==> src/rtl/keypad_scan_if.sv <==
// Keypad scanner signal bundle: matrix row/column lines plus the key event outputs.
// The scanner uses the master side; whatever owns the physical keypad or consumes
// the key events (board wrapper, testbench) uses the slave side.
interface keypad_scan_if;
    logic [3:0] col_in;
    logic [3:0] row_out;
    logic [3:0] key_code;
    logic       key_valid;
    logic       key_pressed;

    modport master (
        input  col_in,
        output row_out,
        output key_code,
        output key_valid,
        output key_pressed
    );

    modport slave (
        output col_in,
        input  row_out,
        input  key_code,
        input  key_valid,
        input  key_pressed
    );
endinterface

==> src/rtl/keypad_scan.sv <==
// 4x4 active-low matrix keypad scanner.
// Drives one row low at a time and samples the columns on a slow tick. It
// debounces both press and release, and reports one key event per physical
// press: a one-cycle key_valid strobe plus a key_pressed level held until the
// release is accepted.
module keypad_scan #(
    parameter int SCAN_DIV       = 100000,
    parameter int DEBOUNCE_TICKS = 16
) (
    input  logic          clk,
    input  logic          rst_n,
    keypad_scan_if.master kp
);

    localparam int               DIV_W    = $clog2(SCAN_DIV);
    localparam logic [DIV_W-1:0] DIV_LAST = DIV_W'(SCAN_DIV - 1);
    localparam logic [7:0]       DEB_LAST = 8'(DEBOUNCE_TICKS);

    typedef enum logic [1:0] {
        SCAN,
        DEBOUNCE,
        HELD
    } state_t;

    state_t           state_q, state_d;
    logic [3:0]       col_meta, col_s;
    logic [DIV_W-1:0] div_cnt;
    logic             tick;
    logic [3:0]       col_low;
    logic             hit_single;
    logic [1:0]       hit_col;

    logic [7:0]       deb_cnt, deb_cnt_d;
    logic [1:0]       row_idx, row_idx_d;
    logic [1:0]       key_row, key_row_d;
    logic [1:0]       key_col, key_col_d;
    logic [3:0]       row_out_q;
    logic [3:0]       key_code_q, key_code_d;
    logic             key_valid_q, key_valid_d;
    logic             key_pressed_q, key_pressed_d;

    // Two-flop synchroniser for the asynchronous column lines (idle level is all ones).
    always_ff @(posedge clk or negedge rst_n) begin
        if (!rst_n) begin
            col_meta <= 4'hF;
            col_s    <= 4'hF;
        end else begin
            col_meta <= kp.col_in;
            col_s    <= col_meta;
        end
    end

    // Free-running scan divider; tick marks the last count of each period.
    always_ff @(posedge clk or negedge rst_n) begin
        if (!rst_n) begin
            div_cnt <= '0;
        end else if (div_cnt == DIV_LAST) begin
            div_cnt <= '0;
        end else begin
            div_cnt <= div_cnt + DIV_W'(1);
        end
    end

    assign tick = (div_cnt == DIV_LAST);

    // Classify the column sample: exactly one low column is a usable hit.
    always_comb begin
        col_low    = ~col_s;
        hit_single = (col_low != 4'd0) && ((col_low & (col_low - 4'd1)) == 4'd0);
        hit_col    = 2'd0;
        for (int i = 0; i < 4; i++) begin
            if (col_low[i]) begin
                hit_col = 2'(i);
            end
        end
    end

    // Scan/debounce/held sequencing; every decision is taken on a tick only.
    always_comb begin
        state_d       = state_q;
        deb_cnt_d     = deb_cnt;
        row_idx_d     = row_idx;
        key_row_d     = key_row;
        key_col_d     = key_col;
        key_code_d    = key_code_q;
        key_valid_d   = 1'b0;
        key_pressed_d = key_pressed_q;

        if (tick) begin
            case (state_q)
                SCAN: begin
                    if (hit_single) begin
                        key_row_d = row_idx;
                        key_col_d = hit_col;
                        deb_cnt_d = 8'd1;
                        state_d   = DEBOUNCE;
                    end else begin
                        row_idx_d = row_idx + 2'd1;
                    end
                end
                DEBOUNCE: begin
                    if (hit_single && (hit_col == key_col)) begin
                        if (deb_cnt + 8'd1 == DEB_LAST) begin
                            key_code_d    = {key_row, key_col};
                            key_valid_d   = 1'b1;
                            key_pressed_d = 1'b1;
                            deb_cnt_d     = 8'd0;
                            state_d       = HELD;
                        end else begin
                            deb_cnt_d = deb_cnt + 8'd1;
                        end
                    end else begin
                        deb_cnt_d = 8'd0;
                        row_idx_d = row_idx + 2'd1;
                        state_d   = SCAN;
                    end
                end
                HELD: begin
                    if (col_s[key_col]) begin
                        if (deb_cnt + 8'd1 == DEB_LAST) begin
                            key_pressed_d = 1'b0;
                            deb_cnt_d     = 8'd0;
                            row_idx_d     = row_idx + 2'd1;
                            state_d       = SCAN;
                        end else begin
                            deb_cnt_d = deb_cnt + 8'd1;
                        end
                    end else begin
                        deb_cnt_d = 8'd0;
                    end
                end
                default: begin
                    deb_cnt_d = 8'd0;
                    state_d   = SCAN;
                end
            endcase
        end
    end

    // State, counters and registered outputs; row drive is decoded from the next row index.
    always_ff @(posedge clk or negedge rst_n) begin
        if (!rst_n) begin
            state_q       <= SCAN;
            deb_cnt       <= 8'd0;
            row_idx       <= 2'd0;
            key_row       <= 2'd0;
            key_col       <= 2'd0;
            row_out_q     <= 4'b1110;
            key_code_q    <= 4'd0;
            key_valid_q   <= 1'b0;
            key_pressed_q <= 1'b0;
        end else begin
            state_q       <= state_d;
            deb_cnt       <= deb_cnt_d;
            row_idx       <= row_idx_d;
            key_row       <= key_row_d;
            key_col       <= key_col_d;
            row_out_q     <= ~(4'b0001 << row_idx_d);
            key_code_q    <= key_code_d;
            key_valid_q   <= key_valid_d;
            key_pressed_q <= key_pressed_d;
        end
    end

    assign kp.row_out     = row_out_q;
    assign kp.key_code    = key_code_q;
    assign kp.key_valid   = key_valid_q;
    assign kp.key_pressed = key_pressed_q;

endmodule
==> src/flat_wrapper.sv <==
// flat-port wrapper written by rule: the top's interface ports become plain ports
module keypad_scan_flat 
#(
    parameter int SCAN_DIV       = 100000,
    parameter int DEBOUNCE_TICKS = 16
)
  (clk, rst_n, kp_col_in, kp_row_out, kp_key_code, kp_key_valid, kp_key_pressed);
  keypad_scan_if kp_i ();
  input  logic clk;
  input  logic rst_n;
  input wire logic [$bits(kp_i.col_in)-1:0] kp_col_in;
  output wire logic [$bits(kp_i.row_out)-1:0] kp_row_out;
  output wire logic [$bits(kp_i.key_code)-1:0] kp_key_code;
  output wire logic [$bits(kp_i.key_valid)-1:0] kp_key_valid;
  output wire logic [$bits(kp_i.key_pressed)-1:0] kp_key_pressed;
  assign kp_i.col_in = kp_col_in;
  assign kp_row_out = kp_i.row_out;
  assign kp_key_code = kp_i.key_code;
  assign kp_key_valid = kp_i.key_valid;
  assign kp_key_pressed = kp_i.key_pressed;
  keypad_scan #(.SCAN_DIV(SCAN_DIV), .DEBOUNCE_TICKS(DEBOUNCE_TICKS)) u_core (.clk(clk), .rst_n(rst_n), .kp(kp_i));
endmodule
==> config.mk <==
export PLATFORM = sky130hd
export DESIGN_NAME = keypad_scan_flat
export DESIGN_NICKNAME = d
export VERILOG_FILES = /design/src/rtl/keypad_scan_if.sv /design/src/rtl/keypad_scan.sv /design/src/flat_wrapper.sv
export SDC_FILE = /design/constraint.sdc
export NUM_CORES = 1
export LEC_CHECK = 0
export BUFFER_PORTS_ARGS = -buffer_cell sky130_fd_sc_hd__buf_2
export CELL_PAD_IN_SITES_DETAIL_PLACEMENT = 2
export CELL_PAD_IN_SITES_GLOBAL_PLACEMENT = 2
export CORE_MARGIN = 1.5
export CORE_UTILIZATION = 36
export DETAILED_ROUTE_END_ITERATION = 7
export PLACE_DENSITY_LB_ADDON = 0.15
export REMOVE_ABC_BUFFERS = 1
export SYNTH_ARGS = -nofsm -noshare
export SYNTH_HDL_FRONTEND = slang
export SYNTH_SLANG_ARGS = --single-unit
==> constraint.sdc <==
create_clock -name clk -period 2.36 [get_ports clk]
set_clock_uncertainty 0.2 [all_clocks]
set_input_delay 0.118 -clock clk [delete_from_list [all_inputs] [get_ports clk]]
set_output_delay 0.118 -clock clk [all_outputs]
set_load 0.05 [all_outputs]
==> flow_summary.ini <==
[setup_path]
path_max_fanout = 5
slowest_stage = dfstp_2
path_cells = or3b_1 -> a211oi_4 -> nor2_2 -> and4b_2 -> mux2_2
start_kind = register
r2r_cells = 5
r2r_setup_slack_ns = 0.04
critical_path.max_stage_delay_ns = 0.54
critPathBufInv = 0
cp_data_arrival_time_ns = 2.33
cp_top_family = simple AND/OR/NAND/NOR gates
r2r-end = u_core.kp.key_code[2]
rr_startpoint = u_core.col_s[1]
cp_data_required_time_ns = 2.37
cp-end-kind = register
setup.worst_path.class = reg2reg

[pwr]
p_leak_nw = 1.39
p_per_area_nw_per_um2 = 546
finalPower_mw = 1.71
ir_drop_mv = 0.251

[sta]
worstMarginPinSlew_ns = 0.425
setup_tns_ns = 0
hold_violations = 0
holdWs_ns = 0.0224
maxSlewHeadroom_pct = 71.4
final-setup-viol-count = 0
period_share_pct = 98.3
post-route-min-period_ns = 2.32
slew_violations = 0
fmaxAchievable_mhz = 431

[global_route]
grt_pass1_wl_mm = 10.9
grt_remaining_overflow = 0
grt_max_degree = 22
grt_pass1_vias = 2118
antenna_found_initial = 0
globalRouteTotalUtil_pct = 19.1

[routing]
firstDrtPassIters = 4
totalWireLength_mm = 6.47
routedWlPerCell_um = 17.7
ant_nets = 0
viasPerCell = 5.35
drc = 0
route.vias.total = 1952
drt-initial-drc-count = 30

[floorplan]
fp.dieH_um = 86.6
floorplan.initialDensity_pct = 37.2
die_w_um = 86.6
rows = 30
coreArea_um2 = 6760
dieArea_um2 = 7500
pin_count = 16

[logic_synthesis]
synth_top_area_share_pct = 39.8
ys_types = 55
synth.largest_area_cell = dfrtp_1
yosysSeqAreaShare_pct = 51.3
async_flop_share_pct = 100
ys_ff_latch = 51
synthTopCellsByArea = dfrtp_1 40%, dfstp_2 11%, nand2_1 3.7%
synth.most_common_cell = dfrtp_1
syn_avg_cell_area_um2 = 10.8
synth_common_cells = 40 x dfrtp_1, 25 x nand2_1, 18 x nor2_1, 15 x o21ai_0, 13 x nand3_1
synth-edff-count = 0
ys.flop_type = dfrtp_1
synth_area_um2 = 2510
synthesis.instances = 232
synth_warnings = 0

[placed_design]
place_congestion = 0.768
dpl-instance-area_um2 = 2880
io_buffers = 15
dp_hpwl_mm = 4.78
dp_cells = 351

[min_path]
hold_path.class = in2async

[final_layout]
diodes = 0
multi_input_area_um2 = 1230
nFillCells = 717
final_net_count = 293
finalNonFillerCells = 365
area_growth_syn_to_layout_pct = 24.5
regArea_um2 = 1290
drive_above_1_share_pct = 33.7
final_area_um2 = 3130

[run]
cap_violations = 0

[clock_tree]
numCtsBuffers = 5
path_clk_slew_ns = 0.10
cts_max_level = 2
clockBufferDepth = 2
cts_sinks = 51
clk_latency_ns = 0.32
cts_tree = built
clockRootBuffer = clkbuf_8

[run_status]
status = finished clean
## final cells by class
type | instances | area share [%]
timing repair buffer | 49 | 11.0
tap | 80 | 3.20
clock buffer | 5 | 2.20
clock inverter | 3 | 2.28
inverter | 6 | 0.719
multi-input combinational | 171 | 39.4
sequential | 51 | 41.3
## power by group
group | leakage (nW) | internal, mW | switching, mW
Sequential | 0.657 | 0.886 | 0.00593
Clock | 0.0703 | 0.430 | 0.325
Combinational | 0.664 | 0.0275 | 0.0328
Total | 1.39 | 1.34 | 0.364
## how the worst max path moves through the flow
stage | from | endpoint | slack (ns) | cells after the start
6_report | u_core.col_s[1] | u_core.kp.key_code[2] | 0.04 | 5
5_1_grt | u_core.col_s[1] | u_core.deb_cnt[5] | -0.02 | 8
4_1_cts | u_core.col_s[2] | u_core.state_q[0] | 0.01 | 7
3_5_place_dp | u_core.col_s[3] | u_core.kp.key_code[1] | -0.01 | 5
3_3_place_gp | u_core.col_s[3] | u_core.kp.key_code[0] | 0.03 | 5
2_1_floorplan | u_core.deb_cnt[0] | u_core.kp.key_code[0] | 0.05 | 6
## layout by cell type, fill, tap and decap left out, types with 3 or more instances in the layout
cell type,Yosys,routed
xor2_1,8,8
nor2b_1,4,4
nor3_1,3,3
a22o_1,3,3
nand3_1,13,13
buf_4,0,29
ha_1,3,3
dfrtp_1,40,38
inv_1,6,6
o21ai_0,15,13
and3_1,4,3
dlygate4sd3_1,0,5
a21oi_1,8,8
nor2_1,18,17
buf_2,2,15
nand4_1,4,4
nand2_1,25,25
dfstp_2,11,11
mux2_2,5,5
nor3b_1,4,3
clkbuf_8,0,5
xnor2_1,10,10
## metal layers
metal	up-vias	share of wire, %	global-route usage (%)
met5	-	0	0
met4	0	1.1	5.28
met3	5	2.0	3.14
met2	20	53	34.5
met1	998	44	23.5
li1	929	-	-
## sequential cells by signal, indices dropped and copies added (netlist names)
register,flops
u_core.row_idx,2
u_core.key_col,2
u_core.state_q,2
u_core.kp.key_pressed,1
u_core.kp.key_valid,1
u_core.div_cnt,17
u_core.key_row,2
u_core.kp.row_out,4
u_core.kp.key_code,4
u_core.col_s,4
u_core.col_meta,4
u_core.deb_cnt,8
## cell families (layout without fill, tap and decap cells)
family / count (synthesis) / count (layout) / synth area share, %
simple gates: 99 / 99 / 21.8
buf+inv: 10 / 63 / 1.89
mux: 7 / 7 / 3.53
flops: 51 / 51 / 51.3
fa+ha+maj: 3 / 3 / 1.49
xor+xnor: 19 / 19 / 6.92
compound gates: 43 / 43 / 13.0
## metrics by stage
stage / util, % / worst slack (ns)
after floorplan: - / 0.0532
after global placement: 42.6 / 0.0330
after detailed placement: 42.6 / -0.0132
after CTS: 45.5 / 0.0104
after global routing: 46.3 / -0.0226
final: 46.3 / 0.0406
## timing repair
| action | in CTS | in global routing |
|---|---|---|
| setup buffers | 0 | 1 |
| endpoints found under the hold margin | 44 | 0 |
| pin swaps | 1 | 5 |
| gates resized for setup | 4 | 12 |
| endpoints found under the setup margin | 5 | 16 |
| hold buffers | 5 | 0 |
No activity file was read; power rests on OpenSTA's default activity.
